**src/rtl/bool_unit_arbiter.sv**
```systemverilog
// Round-robin arbiter granting N_REQ requesters access to one shared
// single-bit Boolean unit (AND/OR/XOR/NAND). One operation per 3 cycles.
module bool_unit_arbiter #(
    parameter int unsigned N_REQ = 4
) (
    input  logic                       clk,
    input  logic                       reset,
    input  logic [N_REQ-1:0]           req,
    input  logic [2*N_REQ-1:0]         op,
    input  logic [N_REQ-1:0]           a,
    input  logic [N_REQ-1:0]           b,
    output logic [N_REQ-1:0]           gnt,
    output logic [N_REQ-1:0]           done,
    output logic                       y,
    output logic [$clog2(N_REQ)-1:0]   gnt_id,
    output logic                       busy,
    output logic [7:0]                 ops_done
);

    localparam int unsigned ID_W  = $clog2(N_REQ);
    localparam int unsigned IDX_W = ID_W + 1;

    typedef enum logic [1:0] {
        IDLE = 2'd0,
        EXEC = 2'd1,
        RESP = 2'd2
    } state_t;

    state_t            state;
    state_t            state_nxt;

    logic [ID_W-1:0]   rr_ptr;
    logic [ID_W-1:0]   rr_ptr_nxt;
    logic [1:0]        op_q;
    logic [1:0]        op_nxt;
    logic              a_q;
    logic              a_nxt;
    logic              b_q;
    logic              b_nxt;
    logic [N_REQ-1:0]  gnt_nxt;
    logic [N_REQ-1:0]  done_nxt;
    logic              y_nxt;
    logic [ID_W-1:0]   gnt_id_nxt;
    logic              busy_nxt;
    logic [7:0]        ops_done_nxt;

    logic              win_found;
    logic [ID_W-1:0]   win_id;
    logic [IDX_W-1:0]  idx;
    logic              result;

    // Round-robin search: first requester at or above rr_ptr, wrapping to 0
    always_comb begin
        win_found = 1'b0;
        win_id    = '0;
        idx       = '0;
        for (int unsigned i = 0; i < N_REQ; i++) begin
            idx = {1'b0, rr_ptr} + IDX_W'(i);
            if (idx >= IDX_W'(N_REQ)) begin
                idx = idx - IDX_W'(N_REQ);
            end
            if (!win_found && req[idx[ID_W-1:0]]) begin
                win_found = 1'b1;
                win_id    = idx[ID_W-1:0];
            end
        end
    end

    // Shared Boolean unit operating on the latched operands
    always_comb begin
        case (op_q)
            2'b00:   result = a_q & b_q;
            2'b01:   result = a_q | b_q;
            2'b10:   result = a_q ^ b_q;
            default: result = ~(a_q & b_q);
        endcase
    end

    // State register
    always_ff @(posedge clk or negedge reset) begin
        if (!reset) begin
            state <= IDLE;
        end else begin
            state <= state_nxt;
        end
    end

    // Next-state logic: arbitrate only from IDLE, then walk EXEC -> RESP -> IDLE
    always_comb begin
        state_nxt = state;
        case (state)
            IDLE:    state_nxt = win_found ? EXEC : IDLE;
            EXEC:    state_nxt = RESP;
            RESP:    state_nxt = IDLE;
            default: state_nxt = IDLE;
        endcase
    end

    // Output logic: next values of every registered output and operand latch
    always_comb begin
        rr_ptr_nxt   = rr_ptr;
        op_nxt       = op_q;
        a_nxt        = a_q;
        b_nxt        = b_q;
        gnt_nxt      = gnt;
        done_nxt     = done;
        y_nxt        = y;
        gnt_id_nxt   = gnt_id;
        ops_done_nxt = ops_done;
        busy_nxt     = (state_nxt != IDLE);
        case (state)
            IDLE: begin
                if (win_found) begin
                    gnt_id_nxt = win_id;
                    gnt_nxt    = N_REQ'(1) << win_id;
                    op_nxt     = op[{win_id, 1'b0} +: 2];
                    a_nxt      = a[win_id];
                    b_nxt      = b[win_id];
                end
            end
            EXEC: begin
                y_nxt    = result;
                done_nxt = N_REQ'(1) << gnt_id;
            end
            RESP: begin
                done_nxt     = '0;
                gnt_nxt      = '0;
                rr_ptr_nxt   = (gnt_id == ID_W'(N_REQ - 1)) ? '0 : gnt_id + ID_W'(1);
                ops_done_nxt = ops_done + 8'd1;
            end
            default: begin
                done_nxt = '0;
                gnt_nxt  = '0;
            end
        endcase
    end

    // Output and operand registers; reset aborts any operation in flight
    always_ff @(posedge clk or negedge reset) begin
        if (!reset) begin
            rr_ptr   <= '0;
            op_q     <= '0;
            a_q      <= 1'b0;
            b_q      <= 1'b0;
            gnt      <= '0;
            done     <= '0;
            y        <= 1'b0;
            gnt_id   <= '0;
            busy     <= 1'b0;
            ops_done <= '0;
        end else begin
            rr_ptr   <= rr_ptr_nxt;
            op_q     <= op_nxt;
            a_q      <= a_nxt;
            b_q      <= b_nxt;
            gnt      <= gnt_nxt;
            done     <= done_nxt;
            y        <= y_nxt;
            gnt_id   <= gnt_id_nxt;
            busy     <= busy_nxt;
            ops_done <= ops_done_nxt;
        end
    end

endmodule
```
**config.mk**
```make
export PLATFORM = sky130hd
export DESIGN_NAME = bool_unit_arbiter
export DESIGN_NICKNAME = d
export VERILOG_FILES = /design/src/rtl/bool_unit_arbiter.sv
export SDC_FILE = /design/constraint.sdc
export NUM_CORES = 1
export LEC_CHECK = 0
export ABC_AREA = 1
export ABC_CLOCK_PERIOD_IN_PS = 2200
export CAP_MARGIN = 40
export CORE_MARGIN = 5
export CORE_UTILIZATION = 50
export DETAILED_ROUTE_END_ITERATION = 6
export MAX_ROUTING_LAYER = met4
export PLACE_DENSITY = 0.89
export SETUP_SLACK_MARGIN = 0.4
export SLEW_MARGIN = 10
export SYNTH_ARGS = -nofsm -noshare
export SYNTH_HDL_FRONTEND = slang
export SYNTH_SLANG_ARGS = --single-unit
export TNS_END_PERCENT = 5
```
**constraint.sdc**
```tcl
create_clock -name clk -period 2.2 [get_ports clk]
set_input_delay 0.66 -clock clk [delete_from_list [all_inputs] [get_ports clk]]
set_output_delay 0.66 -clock clk [all_outputs]
set_load 0.01 [all_outputs]
```
==> qor.csv <==
metric,value,unit
Leak,1.32,nW
Crit. End Element,output port,
die height,70.5,um
status,finished clean,
CP startpoint kind,flop,
Mapped Area,1830,sq um
Max Cap Viol,0,
total CTS buffers,3,
Post-Syn Nets,236,
CP Buf/Inv Count,1,
largest cells by area after synthesis,"dfrtp_1, nand2_1, nand2_4",
WL final,4680,um
Mapped Cells,207,
setup slack after layout,0.328,ns
Synth async-reset ratio,100,%
H-tree depth reported by CTS,1,
min Tclk post-route,1.87,ns
WP data required,1.54,ns
clk_lat worst skew,0.28,ns
Yosys cell types,28,
hold crit path type,flop to flop,
die area,4970,sq um
First-pass DRT Iterations,4,
WP depth,1,
worst-margin pin slew,0.500,ns
Fill cells,242,
vias per cell,5.18,
Critical Path Max Stage Delay,0.56,ns
Initial Util,50.8,%
post-route clock skew,0.00250,ns
CP cell instances,clkdlybuf4s50_1,
Global Route Usage Sum,17.0,%
GRT overflow,0,
post-synth top area share,38.3,%
Synth-to-Final Area Change,44.7,%
RSZ-0062 raised after global routing,true,
# setup viols final,0,
largest net degree at the start of global routing,29,
fin crit share,85.1,%
final core occ,73.5,%
Synth warnings,0,
Fmax achieved,0.534,GHz
count of flip-flops with a built-in enable after synthesis,0,
WS Path Type,flop to output port,
drt wl/cell,14.5,um
part of the Yosys area used for sequential elements,38.3,%
proportion of layout cells with a drive suffix above 1,35.4,%
slew margin rel.,66.5,%
post-synthesis register bit count,28,
first-pass GRT wire length,6870,um
fin. max-slew vios,0,
Clock Pin Slew Worst Setup and Hold Paths,0.10,ns
vias in the first global route,1597,
Main synth FF type,dfrtp_1,
Worst Path Arrival,1.21,ns
Post-CTS Hold Buffers,0,
hpwl dp,2900,um
dpl ws,-0.214,ns
worst hold margin,0.500,ns
Clock Path Buffers,2,
Synth Area per Inst,8.85,sq um
P per Cell Area,1700,nW/um^2
n_diodes,0,
die width,70.5,um
CTS tree,yes,
Row Count,22,
Max VDD drop,0.000981,V
Hold Path Stages,2,
reg2reg path depth,14,
crit path max fanout,2,
antenna-violating nets left,0,
# DRC,0,
Power Total,4.51,mW
Crit path max-delay family,buffers and inverters,
crit path max-delay cell type,clkdlybuf4s50_1,
core box area,3610,sq um
DR vias,1667,
RD Place Congestion,0.836,
nets,304,
Root Driver,clkbuf_8,
initial antenna violation count,0,
Final Hold Viols,0,
1st-iter DRT viols,72,
PortBufs,41,
num ports,42,
largest area contributor in the netlist,dfrtp_1,
clock sink count,28,
## through the flow
stage,instance area (sq um),TNS [ns],instances
floorplan,1830,0,207
global placement,2320,-0.804,301
detailed placement,2320,-1.30,301
CTS,2500,0,315
global route,2650,0,322
finish,2650,0,322
## cell usage in the layout (no fill, tap or decap), drive strengths merged
cell type	n
dfrtp	28
xnor2	3
mux2	1
xor2	4
nor2	7
nand4	9
a22o	3
o31ai	4
a31oi	1
buf	24
nand3b	1
nand2	88
o211ai	1
inv	23
clkdlybuf4s50	36
a211oi	1
clkbuf	7
o21ai	7
bufinv	1
nand3	17
ha	7
dlygate4sd2	1
## registers in the layout, summed over array words and instances (netlist names)
name	count
gnt	4
done	4
rr_ptr	2
ops_done	8
busy	1
gnt_id	2
a_q	1
op_q	2
y	1
state	2
b_q	1
## report_power, final
part / internal, mW / switching, mW
combinational: 1.38 / 1.85
sequential: 0.732 / 0.142
clock: 0.244 / 0.167
total: 2.35 / 2.16
## path summary, 6_finish.rpt
path	start	end	slack, ns
worst max-delay path	gnt[2]	gnt[2]	0.33
worst min-delay path	y	y	0.50
worst max register to register	rr_ptr[0]	b_q	0.34
worst min register to register	y	y	0.50
max in group asynchronous	reset	rr_ptr[1]	1.18
min in group asynchronous	reset	ops_done[3]	0.75
## area by class of cell
type,instances,area [sq um],share of cell area (%)
Clock buffer,3,41.3,1.56
Clock inverter,1,30.0,1.13
Inverter,22,95.1,3.59
Multi-Input combinational cell,154,1100,41.5
Timing Repair Buffer,65,608,22.9
Sequential cell,28,703,26.5
Tap cell,48,60.1,2.27
Timing Repair inverter,1,11.3,0.425
## timing repair
item / 4_1_cts / 5_1_grt
gates resized for setup: 15 / 41
buffers inserted: 9 / 6
setup endpoints to repair: 32 / 30
gates cloned: 1 / 1
pin swaps: 12 / 21
## synth_stat cells, types with 2 or more instances
| cell | number |
|---|---|
| nand4_1 | 9 |
| dfrtp_1 | 28 |
| o21ai_0 | 5 |
| a22o_1 | 3 |
| o21ai_1 | 2 |
| inv_2 | 5 |
| xnor2_1 | 3 |
| nand3_2 | 2 |
| inv_1 | 16 |
| nand2_4 | 10 |
| o31ai_2 | 4 |
| nand2_2 | 16 |
| buf_6 | 3 |
| ha_1 | 7 |
| nand2_1 | 62 |
| nand3_1 | 10 |
| nor2_1 | 5 |
| xor2_1 | 4 |
| nand3_4 | 4 |
## metal layers
layer | track usage (%) | vias up | part of all wire [%]
met5 | - | - | 0
met4 | 3.19 | 0 | 1.6
met3 | 2.59 | 8 | 5.3
met2 | 30.9 | 64 | 54
met1 | 19.8 | 785 | 39
li1 | - | 810 | -
## cell families (layout without fill, tap and decap cells)
group,count (synthesis),after routing,synth area share (%)
compound gates,17,17,7.24
buf+inv,26,92,7.86
xor+xnor,7,7,3.35
flops,28,28,38.3
fa+ha+maj,7,7,4.78
mux,1,1,0.615
simple gates,121,122,37.9
No activity file was read; power rests on OpenSTA's default activity.
